File: src/rtl/sample_mixer_mc_if.sv
// Shared sample ROM bus: the mixer drives the address and the ROM returns
// the signed sample one clk later.
interface sample_mixer_mc_if #(
    parameter int ADDR_W = 16,
    parameter int DATA_W = 8
);
    logic [ADDR_W-1:0] rom_addr;
    logic [DATA_W-1:0] rom_data;

    modport master (output rom_addr, input rom_data);
    modport slave  (input rom_addr, output rom_data);
endinterface

File: src/rtl/sample_mixer_mc.sv
// Multi-channel sample playback engine: NUM_CH channels share one ROM through
// a sequenced sweep (START, ADDR/DATA per channel, MIX) and are summed to audio.
module sample_mixer_mc #(
    parameter int NUM_CH = 4,
    parameter int ADDR_W = 16,
    parameter int DATA_W = 8,
    parameter int DIV_W  = 12,
    parameter int OUT_W  = 16
) (
    input  logic                     clk,
    input  logic                     reset,
    input  logic                     pause,
    input  logic [NUM_CH-1:0]        trig,
    input  logic [2*NUM_CH-1:0]      ch_mode,
    input  logic [ADDR_W*NUM_CH-1:0] ch_start,
    input  logic [ADDR_W*NUM_CH-1:0] ch_len,
    input  logic [DIV_W-1:0]         rate_div,
    sample_mixer_mc_if.master        rom,
    output logic [NUM_CH-1:0]        playing,
    output logic [OUT_W-1:0]         audio
);
    localparam int CH_W = (NUM_CH > 1) ? $clog2(NUM_CH) : 1;
    localparam int SH   = OUT_W - DATA_W - $clog2(NUM_CH);

    typedef enum logic [2:0] {S_IDLE, S_START, S_ADDR, S_DATA, S_MIX} state_e;

    state_e                   state_q, state_d;
    logic [CH_W-1:0]          ch_q, ch_d;
    logic [DIV_W-1:0]         cnt_q, cnt_d;
    logic                     tick_pend_q, tick_pend_d;
    logic [NUM_CH-1:0]        trig_prev_q;
    logic [NUM_CH-1:0]        pend_q, pend_d, pend_set, pend_clr;
    logic [NUM_CH-1:0]        playing_q, playing_d;
    logic [ADDR_W-1:0]        pos_q [NUM_CH];
    logic [ADDR_W-1:0]        pos_d [NUM_CH];
    logic signed [DATA_W-1:0] hold_q [NUM_CH];
    logic signed [DATA_W-1:0] hold_d [NUM_CH];
    logic [ADDR_W-1:0]        rom_addr_q, rom_addr_d;
    logic [OUT_W-1:0]         audio_q, audio_d;

    logic [ADDR_W-1:0]        start_a [NUM_CH];
    logic [ADDR_W-1:0]        len_a   [NUM_CH];
    logic [1:0]               mode_a  [NUM_CH];
    logic [OUT_W-1:0]         sum;
    logic [ADDR_W-1:0]        addr_now;
    logic                     tick;

    always_ff @(posedge clk) begin
        if (reset) begin
            state_q     <= S_IDLE;
            ch_q        <= '0;
            cnt_q       <= '0;
            tick_pend_q <= 1'b0;
            trig_prev_q <= '0;
            pend_q      <= '0;
            playing_q   <= '0;
            rom_addr_q  <= '0;
            audio_q     <= '0;
            for (int unsigned i = 0; i < NUM_CH; i++) begin
                pos_q[i]  <= '0;
                hold_q[i] <= '0;
            end
        end else begin
            state_q     <= state_d;
            ch_q        <= ch_d;
            cnt_q       <= cnt_d;
            tick_pend_q <= tick_pend_d;
            trig_prev_q <= trig;
            pend_q      <= pend_d;
            playing_q   <= playing_d;
            rom_addr_q  <= rom_addr_d;
            audio_q     <= audio_d;
            pos_q       <= pos_d;
            hold_q      <= hold_d;
        end
    end

    always_comb begin
        state_d     = state_q;
        ch_d        = ch_q;
        cnt_d       = cnt_q;
        tick_pend_d = tick_pend_q;
        pend_set    = '0;
        pend_clr    = '0;
        playing_d   = playing_q;
        pos_d       = pos_q;
        hold_d      = hold_q;
        rom_addr_d  = rom_addr_q;
        audio_d     = audio_q;
        tick        = 1'b0;
        sum         = '0;
        for (int unsigned i = 0; i < NUM_CH; i++) begin
            start_a[i] = ch_start[i*ADDR_W +: ADDR_W];
            len_a[i]   = ch_len[i*ADDR_W +: ADDR_W];
            mode_a[i]  = ch_mode[2*i +: 2];
            sum = sum + {{(OUT_W-DATA_W){hold_q[i][DATA_W-1]}}, hold_q[i]};
        end
        addr_now = start_a[ch_q] + pos_q[ch_q];

        if (!pause) begin
            tick        = (cnt_q == '0);
            cnt_d       = tick ? rate_div : cnt_q - 1'b1;
            tick_pend_d = tick_pend_q | tick;

            // Restart mode accepts edges while playing; the others only when idle.
            for (int unsigned i = 0; i < NUM_CH; i++) begin
                if (trig[i] && !trig_prev_q[i] && len_a[i] != '0 &&
                    (mode_a[i] == 2'd1 || !playing_q[i]))
                    pend_set[i] = 1'b1;
            end

            case (state_q)
                S_IDLE: begin
                    if (tick || tick_pend_q) begin
                        state_d     = S_START;
                        tick_pend_d = 1'b0;
                    end
                end
                S_START: begin
                    for (int unsigned i = 0; i < NUM_CH; i++) begin
                        if (pend_q[i]) begin
                            pos_d[i]     = '0;
                            playing_d[i] = 1'b1;
                            pend_clr[i]  = 1'b1;
                        end else if (playing_q[i] && pos_q[i] == len_a[i]) begin
                            if (mode_a[i] == 2'd2 && trig[i]) begin
                                pos_d[i] = '0;
                            end else begin
                                playing_d[i] = 1'b0;
                                hold_d[i]    = '0;
                            end
                        end
                    end
                    ch_d    = '0;
                    state_d = S_ADDR;
                end
                S_ADDR: begin
                    if (playing_q[ch_q])
                        rom_addr_d = addr_now;
                    state_d = S_DATA;
                end
                S_DATA: begin
                    if (playing_q[ch_q]) begin
                        hold_d[ch_q] = rom.rom_data;
                        pos_d[ch_q]  = pos_q[ch_q] + 1'b1;
                    end
                    if (ch_q == CH_W'(NUM_CH - 1)) begin
                        state_d = S_MIX;
                    end else begin
                        ch_d    = ch_q + 1'b1;
                        state_d = S_ADDR;
                    end
                end
                S_MIX: begin
                    audio_d = sum << SH;
                    state_d = S_IDLE;
                end
                default: state_d = S_IDLE;
            endcase
        end
        pend_d = (pend_q & ~pend_clr) | pend_set;
    end

    // Address is presented during ADDR so a registered ROM has data in DATA.
    assign rom.rom_addr = (state_q == S_ADDR && playing_q[ch_q]) ? addr_now : rom_addr_q;
    assign playing      = playing_q;
    assign audio        = audio_q;

endmodule

File: src/flat_wrapper.sv
// flat-port wrapper written by rule: the top's interface ports become plain ports
module sample_mixer_mc_flat 
#(
    parameter int NUM_CH = 4,
    parameter int ADDR_W = 16,
    parameter int DATA_W = 8,
    parameter int DIV_W  = 12,
    parameter int OUT_W  = 16
)
  (clk, reset, pause, trig, ch_mode, ch_start, ch_len, rate_div, playing, audio, rom_rom_addr, rom_rom_data);
  sample_mixer_mc_if #(.ADDR_W(ADDR_W), .DATA_W(DATA_W)) rom_i ();
  input  logic clk;
  input  logic reset;
  input  logic pause;
  input  logic [NUM_CH-1:0] trig;
  input  logic [2*NUM_CH-1:0] ch_mode;
  input  logic [ADDR_W*NUM_CH-1:0] ch_start;
  input  logic [ADDR_W*NUM_CH-1:0] ch_len;
  input  logic [DIV_W-1:0] rate_div;
  output logic [NUM_CH-1:0] playing;
  output logic [OUT_W-1:0] audio;
  output wire logic [$bits(rom_i.rom_addr)-1:0] rom_rom_addr;
  input wire logic [$bits(rom_i.rom_data)-1:0] rom_rom_data;
  assign rom_rom_addr = rom_i.rom_addr;
  assign rom_i.rom_data = rom_rom_data;
  sample_mixer_mc #(.NUM_CH(NUM_CH), .ADDR_W(ADDR_W), .DATA_W(DATA_W), .DIV_W(DIV_W), .OUT_W(OUT_W)) u_core (.clk(clk), .reset(reset), .pause(pause), .trig(trig), .ch_mode(ch_mode), .ch_start(ch_start), .ch_len(ch_len), .rate_div(rate_div), .rom(rom_i), .playing(playing), .audio(audio));
endmodule
File: config.mk
export PLATFORM = sky130hd
export DESIGN_NAME = sample_mixer_mc_flat
export DESIGN_NICKNAME = d
export VERILOG_FILES = /design/src/rtl/sample_mixer_mc_if.sv /design/src/rtl/sample_mixer_mc.sv /design/src/flat_wrapper.sv
export SDC_FILE = /design/constraint.sdc
export NUM_CORES = 1
export LEC_CHECK = 0
export BUFFER_PORTS_ARGS = -buffer_cell sky130_fd_sc_hd__buf_4
export CAP_MARGIN = 20
export CORE_ASPECT_RATIO = 2
export CORE_MARGIN = 3
export CORE_UTILIZATION = 57
export DETAILED_ROUTE_END_ITERATION = 6
export MAX_ROUTING_LAYER = met4
export PLACE_DENSITY = 0.92
export SKIP_CTS_REPAIR_TIMING = 1
export SLEW_MARGIN = 20
export SYNTH_ARGS = -nofsm -noshare
export SYNTH_HDL_FRONTEND = slang
export SYNTH_SLANG_ARGS = --single-unit
File: constraint.sdc
create_clock -name clk -period 4.6 [get_ports clk]
set_input_delay 0.46 -clock clk [delete_from_list [all_inputs] [get_ports clk]]
set_output_delay 0.46 -clock clk [all_outputs]
set_load 0.05 [all_outputs]
==> results.md <==
- Run status: completed
- Final WL: around 40 mm
- LEAKAGE: ~4.8 nW
- Mapped Cells: ~1200
- Die width: 101 um
- Detailed-route via count: approximately 11000
- XOR/XNOR Fraction of Synth Area: about 7.9%
- Hold WC Path Type: in -> reg
- Via-to-Cell Ratio: 6.71
- RSZ-0062 raised after global routing: false
- Synth area leader: dfxtp_1
- CP Max Fanout: 15
- Mux share of post-synthesis cell area: under 10%
- CTS max path bufs: 2
- Worst slew margin: 27.0%
- Hold slack: around 250 ps
- First-pass DRT Iterations: 6
- Layout cell share with drive strength beyond 1: 21.0%
- Final Hold Vio Count: 0
- Core area: between 15000 and 20000 sq um
- Initial Utilization: around 59%
- Startpoint Class: register
- Iter 0 DRT Violations: just over 900
- Power per cell area: around 310 nW/um^2
- Top FF cell, synth: dfxtp_1
- Synthesis-to-finish area growth: 20.6%
- Largest net degree at the start of global routing: 51
- Clock root buffer master: clkbuf_16
- NumNets Final: 1576
- Synth top area share: just under 30%
- H-tree depth: 4
- MaxCap Viol Count: 0
- Mapped Area: about 10000 sq um
- Vias in the first global route: between 10000 and 15000
- Sequential cell area fraction in the yosys report: between 20 and 30%
- CTS tree: built
- Placer Congestion: ~1.1
- Peak VDD IR: 0.229 mV
- Worst setup path class: reg -> out
- Synth Area in Compound Gates: approximately 20%
- GRT overflow: 0
- Port buffer count: 192
- Synth Warn #: 0
- DP Wirelength: 30.9 mm
- Sink Count: 152
- Largest family of logic cells by synthesized area: compound AO/OA/AOI/OAI gates
- Routed wire length per instance: roughly 25 um
- DRC Markers: 0
- Final setup fails: 0
- Clock skew: 9.35 ps
- Post-synth EDFFs: 0
- Die area: about 20000 sq um
- Avg Cell Area, Syn: ~8.5 sq um
- Final core occ: between 70% and 80%
- #FFs+latches synth: 152
- Fin crit share: between 90% and 100%
- All-Layer GR Usage: a little over two fifths
- IO Count: 199
- Max-slew violations: 0
- CTS Buf Count: 17
- Clock transition at path regs: 60 ps
- Antenna-violating nets left: 0
- Site row count: 68
- Worst Path Required: slightly above 4000 ps
- Clk_lat worst skew: about 440 ps
- Max Clk Rate: roughly 230 MHz
- Post-synthesis cell type count: between 70 and 80
- Tmin final: approximately 4400 ps
- Post-synth ARST share: 0%
- Die Ht: about 200 um
- Adder-cell share of the synthesized area: under 10%
- Worst EP arrival: 3970 ps
- Slew @ Worst Pin: 1090 ps
- Filler cells: 1416
- Initial antenna violation count: 4
- CP Capture Type: output port
- First-pass GRT wire length: between 60 and 70 mm
- Simple-Gate Fraction of Synth Area: about a fifth
- Synth top area cells: dfxtp_1 (30%), mux4_2 (7.0%), nand2_1 (5.0%)
## per-layer routing
metal	global-route usage (%)	part of all wire, %	vias up
met2	67.4	50	663
met5	-	0	-
met4	34.3	11	0
li1	-	-	4745
met3	7.94	7.4	260
met1	42.6	32	4992
## logic make-up (layout without fill, tap and decap cells)
| kind of cell | Yosys count | in the layout |
|---|---|---|
| AND/OR/NAND/NOR | 389 | 389 |
| buffers and inverters | 173 | 333 |
| other | 1 | 10 |
| adder cells (fa/ha/maj) | 49 | 49 |
| XOR/XNOR | 92 | 92 |
| multiplexers | 44 | 44 |
| AO/OA/AOI/OAI | 309 | 309 |
| flip-flops | 152 | 152 |
## state kept, by name, indices dropped and copies added, names as in the netlist
| name | cells |
|---|---|
| u_core.audio | 10 |
| u_core.playing | 4 |
| u_core.ch_q | 2 |
| u_core.pos_q | 64 |
| u_core.pend_q | 4 |
| u_core.rom_addr_q | 16 |
| u_core.tick_pend_q | 1 |
| u_core.trig_prev_q | 4 |
| u_core.state_q | 3 |
| u_core.cnt_q | 12 |
| u_core.hold_q | 32 |
## synth_stat cells, types with 19 or more instances
master / count
a21oi_1: 97
a311oi_1: 24
clkbuf_1: 44
dfxtp_1: 152
ha_1: 31
inv_1: 97
mux4_2: 32
nand2_1: 137
nand3_1: 30
nand4_1: 25
nor2_1: 59
nor3_1: 19
nor4_1: 36
o21ai_0: 54
o32ai_1: 32
xnor2_1: 42
xor2_1: 50
## power breakdown
group          switching, mW  total (mW)  internal, mW  leakage (nW)
Sequential            0.0690        1.44          1.37          1.23
Clock                  0.595        1.46         0.862         0.293
Combinational          0.579       0.923         0.344          3.32
## metrics by stage
step	cells	setup TNS, ps	worst slack, ps	area, sq um	total power, mW
2_1_floorplan	1214	0	191	10200	2.06
3_3_place_gp	1553	0	391	11700	2.34
4_1_cts	1582	-180	-180	12300	3.79
3_5_place_dp	1553	0	385	11700	2.36
5_1_grt	1588	0	44.4	12300	3.97
6_report	1588	0	168	12300	3.82
## layout by cell type (no fill, tap or decap), types with 18 or more instances in the layout
| cell | synthesis | routed |
|---|---|---|
| dfxtp_1 | 152 | 151 |
| xor2_1 | 50 | 50 |
| a21oi_1 | 97 | 97 |
| o32ai_1 | 32 | 32 |
| o21ai_0 | 54 | 52 |
| nor2_1 | 59 | 59 |
| mux4_2 | 32 | 32 |
| nand3_1 | 30 | 30 |
| fa_1 | 18 | 18 |
| buf_4 | 9 | 205 |
| ha_1 | 31 | 31 |
| nor4_1 | 36 | 36 |
| a311oi_1 | 24 | 24 |
| inv_1 | 97 | 97 |
| nand4_1 | 25 | 25 |
| xnor2_1 | 42 | 42 |
| nand2_1 | 137 | 137 |
| nor3_1 | 19 | 19 |
## layout make-up
class,instances,area (sq um),share of cell area (%)
Multi-Input combinational cell,889,6480,52.6
Sequential cell,152,3050,24.7
Timing Repair Buffer,207,1570,12.7
Clock buffer,18,439,3.56
Inverter,97,364,2.95
Tap cell,210,263,2.13
Clock inverter,11,149,1.21
Antenna cell,4,10.0,0.0812
## worst paths after layout
path | endpoint | slack [ps] | cells after the start | start
max | rom_rom_addr[12] | 170 | 11 | u_core.ch_q[0]
min | u_core.trig_prev_q[1] | 250 | 2 | trig[1]
max reg2reg | u_core.audio[15] | 800 | 12 | u_core.hold_q[1]
min reg2reg | u_core.audio[11] | 460 | 2 | u_core.audio[11]
## worst max-delay path: stages (launching register included)
cell and delay (ps):
dfxtp_4 520, mux4_2 640, ha_1 270, fa_1 400, a21o_1 170, a21oi_1 290, o21ai_1 200, a2111oi_2 360
buf_4 180, o211ai_1 90, o211ai_1 160, buf_4 240
(Power assumes the default switching activity.)
